==> config.mk <==
export PLATFORM = sky130hd
export DESIGN_NAME = cardinal_nic_flat
export DESIGN_NICKNAME = d
export VERILOG_FILES = /design/src/rtl/cardinal_nic_if.sv /design/src/rtl/cardinal_nic.sv /design/src/flat_wrapper.sv
export SDC_FILE = /design/constraint.sdc
export NUM_CORES = 1
export LEC_CHECK = 0
export BUFFER_PORTS_ARGS = -buffer_cell sky130_fd_sc_hd__clkbuf_2
export CELL_PAD_IN_SITES_DETAIL_PLACEMENT = 0
export CELL_PAD_IN_SITES_GLOBAL_PLACEMENT = 1
export CORE_AREA = 8 8 136 138
export DETAILED_ROUTE_END_ITERATION = 12
export DIE_AREA = 0 0 144 146
export PLACE_DENSITY = 0.95
export RECOVER_POWER = 100
export SYNTH_ARGS = -nofsm -noshare
export SYNTH_HDL_FRONTEND = slang
export SYNTH_SLANG_ARGS = --single-unit
==> constraint.sdc <==
create_clock -name clk_i -period 2.5 [get_ports clk_i]
set_input_delay 0.5 -clock clk_i [delete_from_list [all_inputs] [get_ports clk_i]]
set_output_delay 0.5 -clock clk_i [all_outputs]
set_load 0.02 [all_outputs]
==> src/rtl/cardinal_nic_if.sv <==
// Processor register port plus ring-router channel of the cardinal NIC.
// The slave modport is the NIC's view; master is the processor/router side.
interface cardinal_nic_if #(
  parameter int DATA_WIDTH = 64,
  parameter int ADDR_WIDTH = 2
);
  logic [ADDR_WIDTH-1:0] addr;
  logic [DATA_WIDTH-1:0] d_in;
  logic [DATA_WIDTH-1:0] d_out;
  logic                  nicEn;
  logic                  nicWrEn;

  logic                  net_si;
  logic                  net_ri;
  logic [DATA_WIDTH-1:0] net_di;
  logic                  net_so;
  logic                  net_ro;
  logic [DATA_WIDTH-1:0] net_do;
  logic                  net_polarity;

  modport slave (
    input  addr, d_in, nicEn, nicWrEn,
    output d_out,
    input  net_si, net_di, net_ro, net_polarity,
    output net_ri, net_so, net_do
  );

  modport master (
    output addr, d_in, nicEn, nicWrEn,
    input  d_out,
    output net_si, net_di, net_ro, net_polarity,
    input  net_ri, net_so, net_do
  );
endinterface

==> src/rtl/cardinal_nic.sv <==
// Cardinal NIC: single-entry input/output channel buffers between the core's
// memory-mapped port and the ring router. Packet bit 0 (MSB) is the VC bit.
module cardinal_nic #(
  parameter int DATA_WIDTH = 64,
  parameter int ADDR_WIDTH = 2
) (
  input  logic           clk_i,
  input  logic           rst_i,
  cardinal_nic_if.slave  bus
);
  localparam logic [ADDR_WIDTH-1:0] A_IN_BUF  = ADDR_WIDTH'(0);
  localparam logic [ADDR_WIDTH-1:0] A_IN_STS  = ADDR_WIDTH'(1);
  localparam logic [ADDR_WIDTH-1:0] A_OUT_BUF = ADDR_WIDTH'(2);
  localparam logic [ADDR_WIDTH-1:0] A_OUT_STS = ADDR_WIDTH'(3);

  logic [DATA_WIDTH-1:0] in_buf_q,  in_buf_d;
  logic                  in_full_q, in_full_d;
  logic [DATA_WIDTH-1:0] out_buf_q, out_buf_d;
  logic                  out_full_q, out_full_d;

  logic rd_en, wr_en;
  logic in_take, in_clr, out_load, send;

  assign rd_en = bus.nicEn & ~bus.nicWrEn;
  assign wr_en = bus.nicEn &  bus.nicWrEn;

  // All decisions use pre-edge state, so capture and drain of one buffer
  // can never coincide (they require opposite full flags).
  assign in_take  = bus.net_si & ~in_full_q;
  assign in_clr   = rd_en & (bus.addr == A_IN_BUF) & in_full_q;
  assign out_load = wr_en & (bus.addr == A_OUT_BUF) & ~out_full_q;
  assign send     = out_full_q & bus.net_ro
                  & (out_buf_q[DATA_WIDTH-1] == bus.net_polarity);

  assign bus.net_ri = ~in_full_q;
  assign bus.net_so = send;
  assign bus.net_do = out_buf_q;

  always_comb begin
    bus.d_out = '0;
    if (rd_en) begin
      case (bus.addr)
        A_IN_BUF:  bus.d_out = in_buf_q;
        A_IN_STS:  bus.d_out = DATA_WIDTH'(in_full_q);
        A_OUT_BUF: bus.d_out = out_buf_q;
        A_OUT_STS: bus.d_out = DATA_WIDTH'(out_full_q);
        default:   bus.d_out = '0;
      endcase
    end
  end

  always_comb begin
    in_buf_d  = in_buf_q;
    in_full_d = in_full_q;
    if (in_take) begin
      in_buf_d  = bus.net_di;
      in_full_d = 1'b1;
    end else if (in_clr) begin
      in_full_d = 1'b0;
    end
  end

  always_comb begin
    out_buf_d  = out_buf_q;
    out_full_d = out_full_q;
    if (send) begin
      out_full_d = 1'b0;
    end else if (out_load) begin
      out_buf_d  = bus.d_in;
      out_full_d = 1'b1;
    end
  end

  always_ff @(posedge clk_i) begin
    if (rst_i) begin
      in_buf_q   <= '0;
      in_full_q  <= 1'b0;
      out_buf_q  <= '0;
      out_full_q <= 1'b0;
    end else begin
      in_buf_q   <= in_buf_d;
      in_full_q  <= in_full_d;
      out_buf_q  <= out_buf_d;
      out_full_q <= out_full_d;
    end
  end
endmodule

==> src/flat_wrapper.sv <==
// flat-port wrapper written by rule: the top's interface ports become plain ports
module cardinal_nic_flat 
#(
  parameter int DATA_WIDTH = 64,
  parameter int ADDR_WIDTH = 2
)
  (clk_i, rst_i, bus_addr, bus_d_in, bus_nicEn, bus_nicWrEn, bus_d_out, bus_net_si, bus_net_di, bus_net_ro, bus_net_polarity, bus_net_ri, bus_net_so, bus_net_do);
  cardinal_nic_if #(.DATA_WIDTH(DATA_WIDTH), .ADDR_WIDTH(ADDR_WIDTH)) bus_i ();
  input  logic clk_i;
  input  logic rst_i;
  input wire logic [$bits(bus_i.addr)-1:0] bus_addr;
  input wire logic [$bits(bus_i.d_in)-1:0] bus_d_in;
  input wire logic [$bits(bus_i.nicEn)-1:0] bus_nicEn;
  input wire logic [$bits(bus_i.nicWrEn)-1:0] bus_nicWrEn;
  output wire logic [$bits(bus_i.d_out)-1:0] bus_d_out;
  input wire logic [$bits(bus_i.net_si)-1:0] bus_net_si;
  input wire logic [$bits(bus_i.net_di)-1:0] bus_net_di;
  input wire logic [$bits(bus_i.net_ro)-1:0] bus_net_ro;
  input wire logic [$bits(bus_i.net_polarity)-1:0] bus_net_polarity;
  output wire logic [$bits(bus_i.net_ri)-1:0] bus_net_ri;
  output wire logic [$bits(bus_i.net_so)-1:0] bus_net_so;
  output wire logic [$bits(bus_i.net_do)-1:0] bus_net_do;
  assign bus_i.addr = bus_addr;
  assign bus_i.d_in = bus_d_in;
  assign bus_i.nicEn = bus_nicEn;
  assign bus_i.nicWrEn = bus_nicWrEn;
  assign bus_d_out = bus_i.d_out;
  assign bus_i.net_si = bus_net_si;
  assign bus_i.net_di = bus_net_di;
  assign bus_i.net_ro = bus_net_ro;
  assign bus_i.net_polarity = bus_net_polarity;
  assign bus_net_ri = bus_i.net_ri;
  assign bus_net_so = bus_i.net_so;
  assign bus_net_do = bus_i.net_do;
  cardinal_nic #(.DATA_WIDTH(DATA_WIDTH), .ADDR_WIDTH(ADDR_WIDTH)) u_core (.clk_i(clk_i), .rst_i(rst_i), .bus(bus_i));
endmodule
======== After elaboration in Yosys (flattened, before gate mapping) ========
Index checks and enable logic that the tools add are counted.
storage, ports and cells
  flip-flop bits (word level) ............. 130
  output and inout bits ................... 130
  word-level logic and storage cells ...... 29
operators by class
  reductions and logical operators ........ 4
  equal/unequal tests ..................... 4
  multiplexer cells ....................... 4
  bitwise logic cells ..................... 13
operator list
  cell                  count
  $pmux W64 S4          1
  $mux W64              1
  $and A1 B1 Y1         9
  $eq A2 B2 Y1 const B  2
  $not A1 Y1            4
  $eq A2 B1 Y1 const B  1
  $logic_not A2 Y1      1
  $mux W1               2
  $reduce_and A2 Y1     1
  $reduce_bool A2 Y1    1
  $reduce_or A2 Y1      1
  $eq A1 B1 Y1          1

======== Longest topological paths before layout ========
  depth in word-level cells ............... 6
  mapped depth ............................ 5
  depth with buffers taken out ............ 3

======== Worst setup path before layout ========
No wires, ideal clock.
  path type ............................... input to output
  start ................................... in bus_nicWrEn
  end ..................................... out bus_d_out[10]
  data arrival time ....................... 1429 ps
  path slack .............................. 571 ps
  stages on the path ...................... 4
  data required time ...................... 2000 ps
  cell sequence ........................... nand2b_1 -> nor3_4 -> buf_2 -> a22o_1
between the ends
  word-level cells in the longest chain between the ends .. 3
ends and longest elaborated chain
  item             RTL line            source
  start, declared  flat_wrapper.sv:14  input wire logic [$bits(bus_i.nicWrEn)-1:0] bus_nicWrEn;
  $not A1 Y1       cardinal_nic.sv:24  assign rd_en = bus.nicEn & ~bus.nicWrEn;
  $and A1 B1 Y1    cardinal_nic.sv:24
  $mux W64         cardinal_nic.sv:41  if (rd_en) begin
  end, declared    flat_wrapper.sv:15  output wire logic [$bits(bus_i.d_out)-1:0] bus_d_out;
Every way passes these cells.

======== Worst setup path after layout ========
  start ................................... in bus_nicWrEn
  end ..................................... out bus_d_out[1]
Same word-level chain as after synthesis.

==> results.sh <==
export IMPL_status="finished clean"
export IMPL_grt_first_pass_wirelength_um=29100
export IMPL_finalHoldViolations=0
export IMPL_design_core_area_mm2=0.0163
export IMPL_yosysSeqAreaShare_pct=44.2
export IMPL_synthTopCellsByArea="dfxtp_1 44%, nand2b_1 14%, mux2i_1 11%, a22o_1 9.4%, nand2_1 8.2%"
export IMPL_fin_cells=1124
export IMPL_async_flop_share_pct=0
export IMPL_end_kind="primary output"
export IMPL_synth_edf_count=0
export IMPL_grt_max_degree=65
export IMPL_diodes=0
export IMPL_placed_cells=1092
export IMPL_clkPwrFrac_pct=49.6
export IMPL_drc=0
export IMPL_wl_um=18300
export IMPL_relSlewSlack_pct=15.2
export IMPL_gp_congestion=0.756
export IMPL_synthesis_nets=786
export IMPL_dr_pass1_iters=4
export IMPL_max_freq_ghz=0.437
export IMPL_fin_crit_sh_pct=91.6
export IMPL_clk_path_buf_depth=2
export IMPL_final_nets=1028
export IMPL_ios=267
export IMPL_max_cap_violations=0
export IMPL_yosys_warnings=0
export IMPL_switching_share_pct=23.7
export IMPL_cts_num_sinks=130
export IMPL_regToRegStartpoint="u_core.in_full_q"
export IMPL_cts_hold_buffers=0
export IMPL_numPortBuffers=266
export IMPL_worst_pin_slew_ps=1270
export IMPL_place_area_mm2=0.00736
export IMPL_hp_class="in2reg"
export IMPL_drtAntennaViolNets=0
export IMPL_setup_slack_ps=210
export IMPL_crit_buf_inv=3
export IMPL_clk_latency_ps=410
export IMPL_grt_overflow=0
export IMPL_cp_start_kind="input pin"
export IMPL_synthFlopType="dfxtp_1"
export IMPL_crit_fanout=53
export IMPL_r2r_end="u_core.in_buf_q[62]"
export IMPL_timing_final_crit_period_ps=2290
export IMPL_syn_instance_count=649
export IMPL_fin_worst_skew_ps=7.53
export IMPL_cts_buffers=17
export IMPL_ir_worst_vdd_v=0.000446
export IMPL_initial_utilization_pct=36.2
export IMPL_seqPwrFrac_pct=41.1
export IMPL_antenna_found_initial=0
export IMPL_rr_worst_depth=4
export IMPL_ctsResizeCount=0
export IMPL_dp_slack_ps=279
export IMPL_cts_clk_slew_worst_paths_ps=60
export IMPL_via_per_inst=4.77
export IMPL_grt_pass1_vias=5525
export IMPL_vias=5358
export IMPL_fp_row_count=47
export IMPL_cts_tree="built"
export IMPL_yosysTopAreaCellShare_pct=44.2
export IMPL_crit_arrival_ps=1790
export IMPL_reg2reg_slack_ps=440
export IMPL_setup_tns_ps=0
export IMPL_h_tree_depth=4
export IMPL_hp_start="bus_net_di[37]"
export IMPL_crit_chain="clkbuf_2 -> nand2b_1 -> nor3_4 -> buf_12 -> a22o_1 -> clkbuf_1"
export IMPL_rsz0062_at_grt="no"
export IMPL_critical_path_slowest_cell="buf_12"
export IMPL_critPathTopFamily="buffers and inverters"
export IMPL_ys_ff_latch=130
export IMPL_crit_type="in2out"
export IMPL_slew_viol_final=0
export IMPL_dp_hpwl_um=13200
export IMPL_syn_area_mm2=0.00589
export IMPL_min_to="u_core.in_buf_q[37]"
export IMPL_critPathMaxStageDelay_ps=290
export IMPL_yosys_area_top_type="dfxtp_1"
export IMPL_p_leak_nw=3.06
export IMPL_hold_slack_ps=306
export IMPL_required_ps=2000
export IMPL_grt_util_all_layers_pct=17.5
export IMPL_cts_root_buffer="clkbuf_16"
export IMPL_power_share_combinational_pct=9.3
export IMPL_final_area_mm2=0.00781
export IMPL_die_h_um=146
export IMPL_p_sw_mw=1.27
export IMPL_power_density_mw_per_mm2=689
export IMPL_layout_drive_gt1_share_pct=20.6
export IMPL_syn_to_final_growth_pct=32.5
export IMPL_cts_setup_buffers=0
export IMPL_p_int_mw=4.11
export IMPL_wl_per_cell_um=16.3
export IMPL_die_area_mm2=0.0210
export IMPL_die_w_um=144
export IMPL_setup_viol=0
export IMPL_drt_iter0_drc=261
export IMPL_hold_depth=3
export IMPL_synth_avg_cell_area_um2=9.08
export IMPL_ys_types=22
export IMPL_crit_cells=6
-- area by class of cell --
cell class	count	area, µm²
fillers	1684	8480
multi-input cells	463	2960
flip-flops and latches	130	2600
repair buffers	277	1330
clock buffers	20	457
well taps	220	275
clock inverters	12	180
inverters	2	7.51
-- tightest hold or removal path, delay by kind of cell --
kind,cells,cell delay (ps)
buf+inv,1,80
compound gates,1,50
simple gates,1,40
-- state kept, by name, summed over array words and instances (netlist names) --
register / cells
u_core.bus.net_do: 64
u_core.in_full_q: 1
u_core.in_buf_q: 64
u_core.out_full_q: 1
-- cell usage in the layout (no fill, tap or decap), types with 2 or more instances in the layout --
| master | netlist | final |
|---|---|---|
| buf_12 | 6 | 6 |
| nand2b_1 | 130 | 129 |
| clkbuf_8 | 0 | 2 |
| inv_1 | 2 | 2 |
| bufinv_16 | 0 | 4 |
| buf_4 | 0 | 4 |
| dfxtp_1 | 130 | 130 |
| clkinv_4 | 0 | 3 |
| clkinv_2 | 0 | 2 |
| mux2i_1 | 64 | 64 |
| clkbuf_16 | 0 | 17 |
| nand2_1 | 129 | 129 |
| clkbuf_1 | 16 | 129 |
| clkbuf_2 | 0 | 137 |
| a22o_1 | 63 | 63 |
| a21oi_1 | 64 | 64 |
| nor3_4 | 1 | 2 |
| a211oi_1 | 2 | 2 |
| clkinvlp_4 | 0 | 2 |
-- kinds of logic (layout without fill, tap and decap cells) --
logic type      after synthesis  count (layout)  synth area share (%)
xor+xnor                      1               1                 0.149
buf+inv                      56             311                  6.01
simple gates                268             268                  23.3
flops                       130             130                  44.2
mux                          65              65                  11.3
compound gates              129             129                  15.1
-- worst max-delay path by stage --
stage | startpoint | to | slack [ps]
final | bus_nicWrEn | bus_d_out[1] | 210
after global routing | bus_nicWrEn | bus_d_out[30] | 110
after CTS | bus_nicWrEn | bus_d_out[11] | 270
after detailed placement | bus_nicWrEn | bus_d_out[11] | 280
after global placement | bus_nicWrEn | bus_d_out[56] | 320
after floorplan | bus_nicWrEn | bus_d_out[10] | 570
-- power by group through the flow --
| stage | Combinational (mW) | Sequential (mW) | Clock (mW) |
|---|---|---|---|
| CTS | 0.516 | 2.21 | 2.73 |
| detailed placement | 0.516 | 2.26 | 0 |
| global placement | 0.506 | 2.26 | 0 |
| floorplan | 0.286 | 2.27 | 0 |
| global route | 0.554 | 2.22 | 2.83 |
| finish | 0.498 | 2.21 | 2.67 |
-- synth_stat cells, types with 2 or more instances --
master and count:
a211oi_1 2, a21oi_1 64, a22o_1 63, buf_12 6, buf_2 31, clkbuf_1 16
dfxtp_1 130, inv_1 2, mux2i_1 64, nand2_1 129, nand2b_1 130, nor2b_1 2
-- routing by layer --
metal / wire, µm / global-route usage (%) / vias to the layer above / part of all wire (%)
met5: 0 / 0 / - / 0
met4: 242 / 6.10 / 0 / 1.3
met3: 1750 / 7.05 / 18 / 9.5
met2: 8790 / 29.8 / 180 / 48
met1: 7560 / 19.1 / 2485 / 41
li1: - / - / 2675 / -
-- metrics by stage --
| stage | utilization (%) | power, mW |
|---|---|---|
| 2_1_floorplan | - | 2.55 |
| 3_3_place_gp | 45.2 | 2.76 |
| 3_5_place_dp | 45.2 | 2.78 |
| 4_1_cts | 49.1 | 5.46 |
| 5_1_grt | 47.9 | 5.60 |
| 6_report | 47.9 | 5.38 |
Note: power is estimated with default switching activity, not from simulation.
